$ cat config.mk
export PLATFORM = sky130hd
export DESIGN_NAME = timer_ctrl_flat
export DESIGN_NICKNAME = d
export VERILOG_FILES = /design/src/rtl/timer_ctrl_pkg.sv /design/src/rtl/timer_ctrl_if.sv /design/src/rtl/timer_ctrl_tick_gen.sv /design/src/rtl/timer_ctrl.sv /design/src/flat_wrapper.sv
export SDC_FILE = /design/constraint.sdc
export NUM_CORES = 1
export LEC_CHECK = 0
export ABC_AREA = 1
export BUFFER_PORTS_ARGS = -buffer_cell sky130_fd_sc_hd__buf_2
export CORE_ASPECT_RATIO = 0.7
export CORE_UTILIZATION = 50
export DETAILED_ROUTE_END_ITERATION = 8
export GPL_ROUTABILITY_DRIVEN = 0
export HOLD_SLACK_MARGIN = 0.08
export MAX_ROUTING_LAYER = met4
export PLACE_DENSITY = 0.72
export SLEW_MARGIN = 20
export SYNTH_ARGS = -nofsm -noshare
export SYNTH_HDL_FRONTEND = slang
export SYNTH_SLANG_ARGS = --single-unit
export TNS_END_PERCENT = 5
$ cat constraint.sdc
create_clock -name clk -period 2.55 [get_ports clk]
set_input_delay 0.1275 -clock clk [delete_from_list [all_inputs] [get_ports clk]]
set_output_delay 0.1275 -clock clk [all_outputs]
set_load 0.02 [all_outputs]
$ cat src/rtl/timer_ctrl_pkg.sv
// Shared state encodings, digit limits and divider defaults for timer_ctrl.
package timer_pkg;

  typedef enum logic [2:0] {
    IDLE    = 3'd0,
    RUN     = 3'd1,
    PAUSE   = 3'd2,
    PROG_MT = 3'd3,
    PROG_MU = 3'd4,
    PROG_ST = 3'd5,
    PROG_SU = 3'd6,
    DONE    = 3'd7
  } state_e;

  localparam int unsigned TICK_DIV_DEF  = 25_000_000;
  localparam int unsigned BLINK_DIV_DEF = 6_250_000;

  localparam logic [3:0] LIM_MT = 4'd9;
  localparam logic [3:0] LIM_MU = 4'd9;
  localparam logic [3:0] LIM_ST = 4'd5;
  localparam logic [3:0] LIM_SU = 4'd9;

  function automatic logic is_prog(state_e s);
    return (s == PROG_MT) || (s == PROG_MU) || (s == PROG_ST) || (s == PROG_SU);
  endfunction

  // Digit index in the preset/blank vectors: 3 is minutes tens, 0 is seconds units.
  function automatic logic [1:0] digit_sel(state_e s);
    case (s)
      PROG_MT: return 2'd3;
      PROG_MU: return 2'd2;
      PROG_ST: return 2'd1;
      default: return 2'd0;
    endcase
  endfunction

  function automatic logic [3:0] digit_limit(logic [1:0] idx);
    case (idx)
      2'd3:    return LIM_MT;
      2'd2:    return LIM_MU;
      2'd1:    return LIM_ST;
      default: return LIM_SU;
    endcase
  endfunction

  function automatic logic [3:0] digit_inc(logic [3:0] d, logic [3:0] lim);
    return (d >= lim) ? 4'd0 : d + 4'd1;
  endfunction

endpackage

$ cat src/rtl/timer_ctrl_if.sv
// Button/status inputs and preset/strobe/display outputs of timer_ctrl.
interface timer_ctrl_if;
  logic        bt_start;
  logic        bt_prog;
  logic        bt_inc;
  logic        cnt_zero;
  logic [15:0] preset;
  logic        load;
  logic        dec_en;
  logic [3:0]  blank;
  logic [2:0]  state;
  logic        alarm;

  modport master (
    input  bt_start, bt_prog, bt_inc, cnt_zero,
    output preset, load, dec_en, blank, state, alarm
  );

  modport slave (
    output bt_start, bt_prog, bt_inc, cnt_zero,
    input  preset, load, dec_en, blank, state, alarm
  );
endinterface

$ cat src/rtl/timer_ctrl_tick_gen.sv
// Modulo-N counter with synchronous clear and count enable; tc_o is a registered
// one-cycle pulse in the cycle the count sits at N-1.
module tick_gen #(
  parameter int unsigned N = 4
) (
  input  logic clk,
  input  logic rst_n,
  input  logic clr_i,
  input  logic en_i,
  output logic tc_o
);

  localparam int unsigned W = (N > 1) ? $clog2(N) : 1;
  localparam logic [W-1:0] LAST = W'(N - 1);

  logic [W-1:0] cnt_q, cnt_d;
  logic         tc_q, tc_d;

  // A clear starts a fresh period, so it counts as that period's first cycle.
  always_comb begin
    cnt_d = cnt_q;
    if (clr_i) begin
      cnt_d = '0;
    end else if (en_i) begin
      cnt_d = (cnt_q == LAST) ? '0 : cnt_q + 1'b1;
    end
    tc_d = (clr_i || en_i) && (cnt_d == LAST);
  end

  always_ff @(posedge clk or negedge rst_n) begin
    if (!rst_n) begin
      cnt_q <= '0;
      tc_q  <= 1'b0;
    end else begin
      cnt_q <= cnt_d;
      tc_q  <= tc_d;
    end
  end

  assign tc_o = tc_q;

endmodule

$ cat src/rtl/timer_ctrl.sv
// Mode FSM, preset editor, 1 Hz strobe and display blanking for the timer datapath.
// Define TIMER_CTRL_BLINK_EN to build the blink counter and per-digit blank masks.
module timer_ctrl
  import timer_pkg::*;
#(
  parameter int unsigned TICK_DIV  = TICK_DIV_DEF,
  parameter int unsigned BLINK_DIV = BLINK_DIV_DEF
) (
  input logic          clk,
  input logic          rst_n,
  timer_ctrl_if.master bus
);

  state_e      state_q, state_d;
  logic [15:0] preset_q, preset_d;
  logic        load_q, load_d;
  logic        alarm_q;
  logic [1:0]  sel;
  logic        enter_run, stay_run, tick_tc;

  always_ff @(posedge clk or negedge rst_n) begin
    if (!rst_n) begin
      state_q  <= IDLE;
      preset_q <= 16'h0000;
      load_q   <= 1'b0;
      alarm_q  <= 1'b0;
    end else begin
      state_q  <= state_d;
      preset_q <= preset_d;
      load_q   <= load_d;
      alarm_q  <= (state_d == DONE);
    end
  end

  // The increment lands on the digit of the current state before any advance.
  always_comb begin
    state_d  = state_q;
    preset_d = preset_q;
    load_d   = 1'b0;
    sel      = digit_sel(state_q);

    if (is_prog(state_q) && bus.bt_inc) begin
      preset_d[{sel, 2'b00} +: 4] = digit_inc(preset_q[{sel, 2'b00} +: 4], digit_limit(sel));
    end

    case (state_q)
      IDLE: begin
        if (bus.bt_prog)                        state_d = PROG_MT;
        else if (bus.bt_start && !bus.cnt_zero) state_d = RUN;
      end
      RUN: begin
        if (bus.cnt_zero)      state_d = DONE;
        else if (bus.bt_start) state_d = PAUSE;
      end
      PAUSE: begin
        if (bus.bt_prog)       state_d = PROG_MT;
        else if (bus.bt_start) state_d = RUN;
      end
      PROG_MT: if (bus.bt_prog) state_d = PROG_MU;
      PROG_MU: if (bus.bt_prog) state_d = PROG_ST;
      PROG_ST: if (bus.bt_prog) state_d = PROG_SU;
      PROG_SU: begin
        if (bus.bt_prog) begin
          state_d = IDLE;
          load_d  = 1'b1;
        end
      end
      DONE: begin
        if (bus.bt_prog) begin
          state_d = PROG_MT;
        end else if (bus.bt_start) begin
          state_d = IDLE;
          load_d  = 1'b1;
        end
      end
      default: state_d = IDLE;
    endcase
  end

  assign enter_run = (state_d == RUN) && (state_q != RUN);
  assign stay_run  = (state_d == RUN) && (state_q == RUN);

  tick_gen #(.N(TICK_DIV)) u_tick (
    .clk   (clk),
    .rst_n (rst_n),
    .clr_i (enter_run),
    .en_i  (stay_run),
    .tc_o  (tick_tc)
  );

`ifdef TIMER_CTRL_BLINK_EN
  logic       blink_tc;
  logic       phase_q, phase_d;
  logic [3:0] blank_q, blank_d;

  tick_gen #(.N(BLINK_DIV)) u_blink (
    .clk   (clk),
    .rst_n (rst_n),
    .clr_i (1'b0),
    .en_i  (1'b1),
    .tc_o  (blink_tc)
  );

  // Mask is built from next state and next phase so it lines up with state_q.
  always_comb begin
    phase_d = phase_q ^ blink_tc;
    blank_d = 4'b0000;
    if (is_prog(state_d)) begin
      blank_d[digit_sel(state_d)] = phase_d;
    end else if (state_d == DONE) begin
      blank_d = {4{phase_d}};
    end
  end

  always_ff @(posedge clk or negedge rst_n) begin
    if (!rst_n) begin
      phase_q <= 1'b0;
      blank_q <= 4'b0000;
    end else begin
      phase_q <= phase_d;
      blank_q <= blank_d;
    end
  end

  assign bus.blank = blank_q;
`else
  // BLINK_DIV stays in the parameter list so both builds instantiate alike.
  localparam logic [3:0] BLANK_OFF = (BLINK_DIV > 0) ? 4'b0000 : 4'b0000;
  assign bus.blank = BLANK_OFF;
`endif

  assign bus.state  = state_q;
  assign bus.preset = preset_q;
  assign bus.load   = load_q;
  assign bus.alarm  = alarm_q;
  assign bus.dec_en = tick_tc;

endmodule

$ cat src/flat_wrapper.sv
// flat-port wrapper written by rule: the top's interface ports become plain ports
module timer_ctrl_flat import timer_pkg::*;
#(
  parameter int unsigned TICK_DIV  = TICK_DIV_DEF,
  parameter int unsigned BLINK_DIV = BLINK_DIV_DEF
)
  (clk, rst_n, bus_bt_start, bus_bt_prog, bus_bt_inc, bus_cnt_zero, bus_preset, bus_load, bus_dec_en, bus_blank, bus_state, bus_alarm);
  timer_ctrl_if bus_i ();
  input logic clk;
  input logic rst_n;
  input wire logic [$bits(bus_i.bt_start)-1:0] bus_bt_start;
  input wire logic [$bits(bus_i.bt_prog)-1:0] bus_bt_prog;
  input wire logic [$bits(bus_i.bt_inc)-1:0] bus_bt_inc;
  input wire logic [$bits(bus_i.cnt_zero)-1:0] bus_cnt_zero;
  output wire logic [$bits(bus_i.preset)-1:0] bus_preset;
  output wire logic [$bits(bus_i.load)-1:0] bus_load;
  output wire logic [$bits(bus_i.dec_en)-1:0] bus_dec_en;
  output wire logic [$bits(bus_i.blank)-1:0] bus_blank;
  output wire logic [$bits(bus_i.state)-1:0] bus_state;
  output wire logic [$bits(bus_i.alarm)-1:0] bus_alarm;
  assign bus_i.bt_start = bus_bt_start;
  assign bus_i.bt_prog = bus_bt_prog;
  assign bus_i.bt_inc = bus_bt_inc;
  assign bus_i.cnt_zero = bus_cnt_zero;
  assign bus_preset = bus_i.preset;
  assign bus_load = bus_i.load;
  assign bus_dec_en = bus_i.dec_en;
  assign bus_blank = bus_i.blank;
  assign bus_state = bus_i.state;
  assign bus_alarm = bus_i.alarm;
  timer_ctrl #(.TICK_DIV(TICK_DIV), .BLINK_DIV(BLINK_DIV)) u_core (.clk(clk), .rst_n(rst_n), .bus(bus_i));
endmodule
# == Word level (Yosys, flattened, before mapping) ==
# Cells that the tools add are included.
# totals
regBits,47
word_cells,62
output_inout_bits,26
# op_classes
shift,3
eq_ne,13
muxes,25
reduce_logical,11
magnitude_cmp,1
add_sub_neg,3
# op_table
op,count
$mux 25,3
$eq 25x25->1 const B,2
$mux 3,12
$add 25x1->25 const B,1
$pmux 3 s8,1
$bwmux 16,1
$shift 4x6->16 const A,1
$shiftx 16x5->4,1
$shiftx 4x6->16,1
$eq 3x3->1 const B,5
$mux 4,3
$eq 3x1->1 const B,2
$eq 3x2->1 const B,2
$neg 4->6,1
$pmux 2 s3,1
$logic_and 1x1->1,5
$add 4x1->4 const B,1
$ge 4x4->1,1
$logic_or 1x1->1,4
$logic_not 3->1,1
$mux 1,3
$ne 3x1->1 const B,1
$eq 2x1->1 const B,1
$pmux 1 s2,1
$logic_not 1->1,1

# == Depth between registers and ports, before layout ==
# Gate-level depths: netlist (run 1).
# logic_depth
word_depth,11
mapped_depth,17
ltp_nobuf,17

# == Cells and area by module ==
# From an unflattened synthesis (run 1), not the netlist that was laid out.
# hier_totals
cells_unflattened,498
hier_area_um2,3470.8
# modules_own_cells
mod,cells_each,area_each_um2,instances
tick_gen,290,1883.1,1
timer_ctrl,208,1587.8,1

# == Worst setup path before layout (run 1) ==
# OpenSTA, ideal clock, no wires.
# synth_timing
kind,register to register
start,register u_core.state_q[0] (netlist: u_core.bus.state[0])
end,register u_core.preset_q[11] (netlist: u_core.bus.preset[11])
setup_ns,0.079
stages_incl_launch_ff,16
required_time_ns,2.471
t_arrival_ns,2.466
path_slack_ns,0.005
cell_sequence,dfrtp_1 > buf_4 > inv_2 > nor2_1 > inv_2 > or2_2 > nand3_1 > nor2_1 > ha_1 > nand2_1 > nor2_1 > a211oi_1 > o21ai_0 > a21oi_1 > o21ai_1 > mux2i_1
# synth_via
elab_chain_cells,9
elab_cells_between_ends,20
cone_classes,add/sub (2); order compare (1); eq/ne (5); shift (3); mux (5); reduce/logical (4)
# synth_rtl
item,line_no,source
"start, declared",timer_ctrl.sv:14,"state_e state_q, state_d;"
"start signal, assigned",timer_ctrl.sv:28,state_q <= state_d;
"parallel branches: the longest is 9 deep, another holds $add 4x1->4",-,
"end signal, assigned",timer_ctrl.sv:29,preset_q <= preset_d;
"end, declared",timer_ctrl.sv:15,"logic [15:0] preset_q, preset_d;"
# Several ways; the timed one is not identified. The select of a mux whose other input is x is not followed.
# A chain may end at the register's enable or synchronous reset.

# == Worst setup path after layout (run 1) ==
# layout_timing
start,register u_core.state_q[1] (netlist: u_core.bus.state[1])
end,register u_core.preset_q[7] (netlist: u_core.bus.preset[7])
# Same word-level chain as after synthesis.

==> reports/results.tsv, run 1 <==
metric	value	unit
IO Count	32	
final core occ	60.8	%
largest cells by area after synthesis	dfrtp_1 (36%), nand2_1 (16%), nor2_1 (8.6%)	
TritonCTS Sinks	47	
area grow syn2layout	16.1	%
Initial DRT Pass Iterations	6	
Crit. End Element	flip-flop	
worst setup path category	reg -> reg	
IO buf count	27	
Clock Path Buffers	2	
Fmax achieved	401	MHz
FILL cells	584	
Slew @ Worst Pin	0.622	ns
fin. max-slew vios	0	
Post-Layout Cell Count	626	
top-count cell post-synth	nand2_1	
post-route ant nets	0	
clk_lat worst skew	0.31	ns
Yosys warning total	0	
initial antenna violation count	0	
maxcap violations	0	
GRT Total Usage	28.2	%
number of global-route vias before repair	2921	
Hold Crit Class	in -> reg	
Starting Density	52.4	%
Total Nets Final	559	
Post-synth EDFFs	0	
die width	99.1	um
DRT Wirelength	9370	um
Final Skew	0.0135	ns
area leader, netlist	dfrtp_1	
Max-slew headroom	58.2	%
Post-synth top flop	dfrtp_1	
register area share after synthesis	35.6	%
first-pass GRT wire length	14700	um
Mapped Area	3300	um2
Vias	3429	
top cell type's share of synthesized area	35.6	%
Max FO, Critical Path	5	
register bit count reported by yosys	47	
Syn Inst Count	503	
routed length per instance	15.0	um
min Tclk post-route	2.50	ns
row count	24	
Leakage	1.96	nW
status	completed	
Final Hold Viols	0	
asr flop ratio synth	100	%
largest net degree at the start of global routing	33	
Antenna Cells	0	
worst vdd ir	0.725	mV
Core ar.	6310	um2
Worst-path clk slew	0.09	ns
Die Area	6940	um2
total CTS buffers	5	
Die Y	70.0	um
Finish-stage setup viols	0	
share of cells above drive strength 1	17.9	%
drc violations	0	
placed cell count	616	
Cell Pwr Density	1210	nW/um2
CP Data Arrival Time	2.73	ns
Synth cell types	38	
HPWL Detailed	7130	um
vias per inst	5.48	
Congestion Overflow GR	0	
top cells by count, synth	nand2_1 (140), nor2_1 (76), inv_1 (71), dfrtp_1 (47), nand3_1 (37)	
Worst EP required	2.78	ns
CTS tree	yes	
fin crit share	97.9	%
# H-tree levels	2	
Root Driver	clkbuf_8	
Avg Cell Area, Syn	6.57	um2
CP Launch Type	flip-flop	
WHS	0.139	ns
drt first-iter violations	350	
cells by family (layout without fill, tap and decap cells):
family,count (synthesis),in the layout,share of synthesized area [%]
other cells,1,4,0.114
buf+inv,90,132,11.5
mux,1,1,0.303
flops,47,47,35.6
xor+xnor,8,8,2.12
fa+ha+maj,6,6,2.27
compound gates,54,54,8.90
simple gates,296,296,39.2
worst max-delay path, stage by stage, from the launching register on:
cell and delay [ns]:
dfrtp_1 0.42, inv_2 0.07, nand2_2 0.08, nor2_4 0.14, inv_2 0.08, or2_2 0.28, nand3_2 0.09, nor2_4 0.06
ha_4 0.21, nand2_2 0.08, nor2_1 0.05, a211oi_2 0.25, o21ai_2 0.16, a21oi_2 0.17, o21ai_2 0.12, o21ai_1 0.15
power breakdown:
group          switching (mW)  internal (mW)
logic                    1.90          0.948
registers               0.240          0.983
clock network           0.283          0.298
per-layer routing:
layer | GRT usage, % | wire [um] | vias up
met5 | - | 0 | -
li1 | - | - | 1653
met2 | 36.1 | 3690 | 182
met3 | 7.51 | 988 | 13
met1 | 43.9 | 4600 | 1581
met4 | 5.39 | 89 | 0
sequential cells by signal, indices dropped and copies added (netlist names):
register             count
u_core.bus.state         3
u_core.bus.preset       16
u_core.bus.load          1
u_core.u_tick.tc_o       1
u_core.u_tick.cnt_q     25
u_core.bus.alarm         1
layout by cell type, fill, tap and decap left out, drive strengths merged:
cell type	instances
dfrtp	47
a21oi	13
xnor2	2
buf	43
nand3b	1
mux2i	1
clkbuf	5
inv	80
o21bai	1
conb	4
a211oi	2
xor2	6
nand3	38
nor2	82
a21boi	1
nand2	147
clkinv	2
and2	1
nand4	12
dlygate4sd3	1
ha	6
o21ai	35
and3	1
o22ai	2
bufinv	1
nor3	11
or2	3
worst paths after layout:
path	depth (start not counted)	slack, ns	endpoint	start
min in group asynchronous	2	0.27	u_core.u_tick.cnt_q[21]	rst_n
worst min-delay path	3	0.14	u_core.bus.load	bus_bt_start
worst max register to register	15	0.05	u_core.bus.preset[7]	u_core.bus.state[1]
worst min register to register	2	0.54	u_core.bus.preset[2]	u_core.bus.preset[2]
worst max-delay path	15	0.05	u_core.bus.preset[7]	u_core.bus.state[1]
max in group asynchronous	3	1.53	u_core.bus.state[0]	rst_n
stage by stage:
| step | cell area [um2] | setup WS, ns | TNS, ns | power (mW) |
|---|---|---|---|---|
| after floorplan | 3310 | 0.00470 | 0 | 2.92 |
| after global placement | 3580 | 0.148 | 0 | 3.57 |
| after detailed placement | 3580 | -0.0796 | -0.531 | 3.66 |
| after CTS | 3720 | 0.0185 | 0 | 4.30 |
| after global routing | 3830 | -0.0482 | -0.0640 | 4.97 |
| final | 3830 | 0.0545 | 0 | 4.65 |
cell type report:
cell class	count	area [um2]	share of cell area, %
clock buffers	5	68.8	1.80
clock inverters	3	47.5	1.24
inverters	80	310	8.09
multi-input cells	369	1870	48.7
flip-flops and latches	47	1180	30.7
well taps	78	97.6	2.55
repair buffers	44	265	6.92
what timing repair did:
action	4_1_cts	5_1_grt
pin swaps	0	4
hold endpoints to repair	15	0
buffers inserted	0	1
endpoints found under the setup margin	12	17
gates resized for setup	5	23
hold buffers	1	0
(Power assumes the default switching activity.)
==> run 2: changes to the inputs <==
--- a/config.mk
+++ b/config.mk
@@ -14,6 +14,8 @@
 export HOLD_SLACK_MARGIN = 0.08
 export MAX_ROUTING_LAYER = met4
 export PLACE_DENSITY = 0.72
+export RECOVER_POWER = 25
+export SETUP_SLACK_MARGIN = 0.15
 export SLEW_MARGIN = 20
 export SYNTH_ARGS = -nofsm -noshare
 export SYNTH_HDL_FRONTEND = slang
==> reports/results.tsv, run 2 (same netlist as run 1, synthesis figures left out) <==
metric	value	unit	change
Worst EP required	2.78	ns	about the same
fin. max-slew vios	0		unchanged
CP Launch Type	flip-flop		
top routing layer used	met4		
Antenna Cells	0		unchanged
Final Hold Viols	0		unchanged
RSZ-0062 raised after global routing	true		
Final Skew	0.00719	ns	-0.00633 ns
Slew @ Worst Pin	1.37	ns	+0.751 ns
die width	99.1	um	unchanged
CP Data Arrival Time	2.64	ns	-0.09 ns
area grow syn2layout	23.4	%	
Max-slew headroom	8.44	%	-50 points
met3 wire length	1160	um	+17%
fin crit share	94.4	%	-3.5 points
drc violations	0		unchanged
Post-Layout Cell Count	643		+2.7%
Hold Crit Class	in -> reg		
largest net degree at the start of global routing	25		-24%
placed cell count	613		-0.49%
max reg flops	25		unchanged
Root Driver	clkbuf_8		
routed length per instance	15.4	um	+3.2%
IO Count	32		unchanged
most frequent cells in the layout	nand2_1 (138), inv_1 (70), nor2_1 (67), dfrtp_1 (44), nand3_1 (33)		
maxcap violations	0		unchanged
drt first-iter violations	480		+37%
met2 WL	4000	um	+8.3%
Total Nets Final	576		+3.0%
Crit. End Element	flip-flop		
most flop-heavy register	u_core.u_tick.cnt_q		
Max FO, Critical Path	4		-1
R2R Setup Slk	0.14	ns	+0.09 ns
Cell Pwr Density	1250	nW/um2	+3.4%
Leakage	2.03	nW	+3.6%
worst setup path category	reg -> reg		
# H-tree levels	2		unchanged
Vias	3572		+4.2%
CTS tree	yes		
Die Y	70.0	um	unchanged
Fmax achieved	415	MHz	+3.7%
Die Area	6940	um2	unchanged
row count	24		unchanged
initial antenna violation count	0		unchanged
Initial DRT Pass Iterations	8		+2
Congestion Overflow GR	0		unchanged
HPWL Detailed	6870	um	-3.6%
Clock Path Buffers	2		unchanged
Core ar.	6310	um2	unchanged
Fin Setup TNS	0	ns	unchanged
first-pass GRT wire length	15100	um	+2.6%
post-route ant nets	0		unchanged
worst vdd ir	0.634	mV	-13%
total CTS buffers	5		unchanged
vias per inst	5.56		+1.4%
share of cells above drive strength 1	21.8	%	+3.9 points
clk_lat worst skew	0.30	ns	about the same
Finish-stage setup viols	0		unchanged
status	completed		
IO buf count	27		unchanged
DRT met1 WL	4580	um	-0.30%
TritonCTS Sinks	47		unchanged
Starting Density	52.4	%	unchanged
DRT Wirelength	9930	um	+6.0%
GRT Total Usage	28.9	%	+0.70 points
number of global-route vias before repair	3035		+3.9%
commonest non-fill, non-tap cell in the layout	nand2_1		
Worst-path clk slew	0.10	ns	about the same
min Tclk post-route	2.41	ns	-0.0886 ns
run 2: cell count changes in the layout (fill, tap and decap cells not counted), moves of 3 or more:
cell / change
nor2_4: +3
clkbuf_1: +6
buf_6: +6
nand2_2: -3
a21oi_1: -3
buf_2: -6
dfrtp_1: -3
nor2_1: -3
buf_4: +11
dfrtp_2: +3
run 2: worst max-delay path: stages, from the launching register on:
cell,delay (ns)
dfrtp_2,0.43
inv_2,0.09
nand2_4,0.06
inv_2,0.07
buf_4,0.11
nor2_4,0.05
nand2_1,0.09
nand3_2,0.11
nor2_4,0.17
ha_4,0.21
nand2_1,0.09
nor2_1,0.06
a211oi_2,0.23
o21ai_4,0.14
a21oi_2,0.15
o21ai_2,0.11
o21ai_1,0.16
run 2: through the flow:
step	worst slack [ns]	hold WS, ns	utilization, %	total power, mW	area (um2)
CTS	0.155	0.131	60.6	4.45	3820
floorplan	0.179	-0.168	-	2.93	3320
global placement	0.140	0.148	56.5	3.55	3570
detailed placement	0.0321	0.161	56.5	3.60	3570
finish	0.143	0.126	64.6	5.11	4080
global route	0.00981	0.145	64.6	5.44	4080
run 2: area by class of cell:
cell class              instances  area [um2]
fillers                       547        2230
multi-input cells             369        1970
flip-flops and latches         47        1180
repair buffers                 61         408
inverters                      80         308
well taps                      78        97.6
clock buffers                   5        68.8
clock inverters                 3        46.3
run 2: power by group:
| group | internal [mW] | switching [mW] | leakage (nW) |
|---|---|---|---|
| clock network | 0.296 | 0.287 | 0.0548 |
| logic | 1.20 | 2.09 | 1.37 |
| registers | 0.987 | 0.249 | 0.613 |
| total | 2.48 | 2.63 | 2.03 |
run 2: repair_timing:
action                                  CTS  global route
hold endpoints to repair                 23             0
resized for setup                        14            38
endpoints found under the setup margin   16            17
pin swaps                                 7            22
hold buffers                              1             0
buffers inserted                          9            12
run 2: routing by layer:
| layer | track usage, % | up-vias |
|---|---|---|
| met5 | - | - |
| met4 | 4.41 | 0 |
| met3 | 6.21 | 33 |
| met2 | 38.4 | 220 |
| met1 | 45.3 | 1619 |
| li1 | - | 1700 |
run 2: path summary, 6_finish.rpt:
kind	cells after the start	end	start
setup / recovery	16	u_core.bus.preset[6]	u_core.bus.state[1]
hold / removal	3	u_core.bus.load	bus_bt_start
setup reg to reg	16	u_core.bus.preset[6]	u_core.bus.state[1]
hold reg to reg	2	u_core.bus.preset[2]	u_core.bus.preset[2]
max in group asynchronous	3	u_core.u_tick.cnt_q[11]	rst_n
min in group asynchronous	2	u_core.bus.load	rst_n
==> run 3: changes to the inputs <==
--- a/config.mk
+++ b/config.mk
@@ -19,5 +19,6 @@
 export SLEW_MARGIN = 20
 export SYNTH_ARGS = -nofsm -noshare
 export SYNTH_HDL_FRONTEND = slang
+export SYNTH_HIERARCHICAL = 1
 export SYNTH_SLANG_ARGS = --single-unit
 export TNS_END_PERCENT = 5
==> reports/results.tsv, run 3 <==
metric	value	unit	change
area grow syn2layout	29.1	%	
# H-tree levels	2		unchanged
Reg-to-Reg Start	u_core/bus.state[0]		
share of cells above drive strength 1	33.1	%	+11 points
hold path depth	3		unchanged
Mapped Area	3470	um2	+5.1%
Die Y	71.7	um	+2.4%
first-pass GRT wire length	16000	um	+5.8%
Storage cell area	1180	um2	unchanged
Worst path most repeated cell	nand2_1		
Yosys warning total	6		+6
setup ws final	-0.234	ns	-0.378 ns
min Tclk post-route	2.78	ns	+0.378 ns
IO buf count	27		unchanged
vias per inst	5.37		-3.3%
hold endpoint	u_core/bus.load		
Post-Place Worst Slack	-0.242	ns	-0.274 ns
Synth cell types	36		-5.3%
CP Data Arrival Time	3.03	ns	+0.39 ns
total CTS buffers	5		unchanged
DRT Wirelength	10300	um	+4.2%
Post-synth top flop	dfrtp_1		
drt first-iter violations	447		-6.9%
commonest non-fill, non-tap cell in the layout	nand2_1		
largest cells by area after synthesis	dfrtp_1 (34%), nand2_1 (15%), inv_1 (8.5%)		
RR Endpoint	u_core/u_tick/tc_o		
Avg Cell Area, Syn	6.97	um2	+6.1%
Slew @ Worst Pin	1.74	ns	+0.366 ns
GRT Total Usage	29.5	%	+0.63 points
Cell Chain, Critical Path	inv_2 > nor2_2 > inv_1 > nor2_2 > inv_2 > o22ai_2 > a211oi_2 > nand2_1 > nor2_2 > buf_6 > inv_6 > nor2_4 > buf_6 > nand4_1 > nand2_1 > nand2_1 > nor2_2 > nand2_1 > nor2_1 > nand2_1 > nor2_1		
worst setup path category	reg -> reg		
Syn Inst Count	498		-0.99%
TritonCTS Sinks	47		unchanged
Core ar.	6460	um2	+2.4%
Initial DRT Pass Iterations	5		-3
Starting Density	53.8	%	+1.4 points
Cell Pwr Density	1030	nW/um2	-18%
status	finished with violations		
Total Nets Final	611		+6.1%
Final Hold Viols	0		unchanged
Hold Crit Class	in -> reg		
Root Driver	clkbuf_8		
IO Count	32		unchanged
routed length per instance	15.1	um	-2.5%
R2R cell count	21		+5
Slowest-stage cell, CP	dfrtp_2		
min-delay src	bus_bt_prog		
RSZ-0062 raised after global routing	true		
CP Launch Type	flip-flop		
number of global-route vias before repair	3240		+6.8%
HPWL Detailed	7470	um	+8.8%
top cell type's share of synthesized area	33.9	%	-1.7 points
Leakage	2.33	nW	+15%
asr flop ratio synth	100	%	unchanged
top-count cell post-synth	nand2_1		
Clock Path Buffers	2		unchanged
WHS	0.144	ns	+0.0181 ns
most frequent cells in the layout	nand2_1 (126), inv_1 (73), buf_4 (64), dfrtp_1 (44), nor2_1 (42)		
maxcap violations	1		+1
most flop-heavy register	u_core/u_tick/cnt_q		
Final Skew	0.00295	ns	-0.00424 ns
area leader, netlist	dfrtp_1		
Multi-input gate area	2090	um2	+6.4%
Vias	3692		+3.4%
register bit count reported by yosys	47		unchanged
failing checks	capacitance limit, slew limit, setup timing		
register area share after synthesis	33.9	%	-1.7 points
FILL cells	541		-1.1%
clk_lat worst skew	0.30	ns	about the same
Post-synth EDFFs	0		unchanged
post-route ant nets	0		unchanged
Finish-stage setup viols	4		+4
Worst path max stage delay	0.47	ns	+0.04 ns
Worst EP required	2.79	ns	about the same
die width	102	um	+2.5%
top cells by count, synth	nand2_1 (135), inv_1 (79), nor2_1 (57), dfrtp_1 (47), nand3_1 (36)		
Max FO, Critical Path	6		+2
R2R Setup Slk	-0.23	ns	-0.38 ns
Worst-path clk slew	0.10	ns	about the same
Die Area	7280	um2	+4.9%
Antenna Cells	0		unchanged
Congestion Overflow GR	0		unchanged
fin. max-slew vios	33		+33
Crit. End Element	flip-flop		
Max-slew headroom	-15.9	%	-24 points
largest net degree at the start of global routing	33		+32%
worst vdd ir	0.575	mV	-9.3%
initial antenna violation count	0		unchanged
max reg flops	25		unchanged
fin crit share	109	%	+15 points
row count	24		unchanged
Fmax achieved	359	MHz	-14%
CTS tree	yes		
drc violations	0		unchanged
-- run 3: routing by layer --
layer | GRT usage [%] | up-vias | part of all wire (%)
li1 | - | 1752 | -
met1 | 46.7 | 1744 | 48
met2 | 39.8 | 186 | 41
met3 | 4.59 | 10 | 9.5
met4 | 4.51 | 0 | 0.79
met5 | - | - | 0
-- run 3: metrics by stage --
stage / power (mW) / TNS (ns) / area, um2 / util (%) / instances
2_1_floorplan: 2.73 / -0.0256 / 3490 / - / 501
3_3_place_gp: 3.46 / -0.305 / 3970 / 61.4 / 652
3_5_place_dp: 3.52 / -0.408 / 3970 / 61.4 / 652
4_1_cts: 4.19 / -0.107 / 4270 / 66.1 / 674
5_1_grt: 4.90 / -1.69 / 4480 / 69.4 / 687
6_report: 4.62 / -0.279 / 4480 / 69.4 / 687
-- run 3: worst max path at each step --
stage          cells after the start                start  slack (ns)                 end
2_1_floorplan                     21  u_core/bus.state[2]       -0.03  u_core/u_tick/tc_o
3_3_place_gp                      21  u_core/bus.state[0]       -0.20  u_core/u_tick/tc_o
3_5_place_dp                      19  u_core/bus.state[0]       -0.24  u_core/u_tick/tc_o
4_1_cts                           21  u_core/bus.state[2]       -0.11  u_core/u_tick/tc_o
5_1_grt                           21  u_core/bus.state[1]       -0.39  u_core/u_tick/tc_o
6_report                          21  u_core/bus.state[0]       -0.23  u_core/u_tick/tc_o
-- run 3: worst max-delay path, delay by kind of cell, from the launching register on --
family / cells / cell delay, ns
compound gates: 2 / 0.37
buf+inv: 6 / 0.62
flops: 1 / 0.47
simple gates: 13 / 1.26
-- run 3: repair_timing --
item	CTS	global route
endpoints found under the hold margin	31	0
pin swaps	26	36
gates resized for setup	27	40
setup endpoints to repair	20	40
buffers inserted	13	12
hold buffers	1	0
cloned	0	1
-- run 3: layout make-up --
class                           count  share of cell area (%)
Multi-Input combinational cell    359                    46.7
Sequential cell                    47                    26.3
Timing Repair Buffer               97                    15.0
Inverter                           85                    7.29
Tap cell                           91                    2.54
Clock buffer                        5                    1.54
Clock inverter                      3                   0.642
-- run 3: logic make-up (layout without fill, tap and decap cells) --
kind of cell	after synthesis	in the layout	synth area share (%)
DFF	47	47	33.9
buffers and inverters	96	190	12.3
xor gates and xnor gates	2	2	0.505
AOI/OAI and AO/OA	44	44	7.90
other	1	4	0.108
and+or+nand+nor	298	299	41.7
adders and majority gates	10	10	3.60
-- run 3: power by group --
part	total [mW]	switching [mW]	leakage, nW	internal [mW]
logic	3.08	1.88	1.64	1.20
clock network	0.501	0.293	0.0511	0.208
registers	1.05	0.155	0.643	0.890
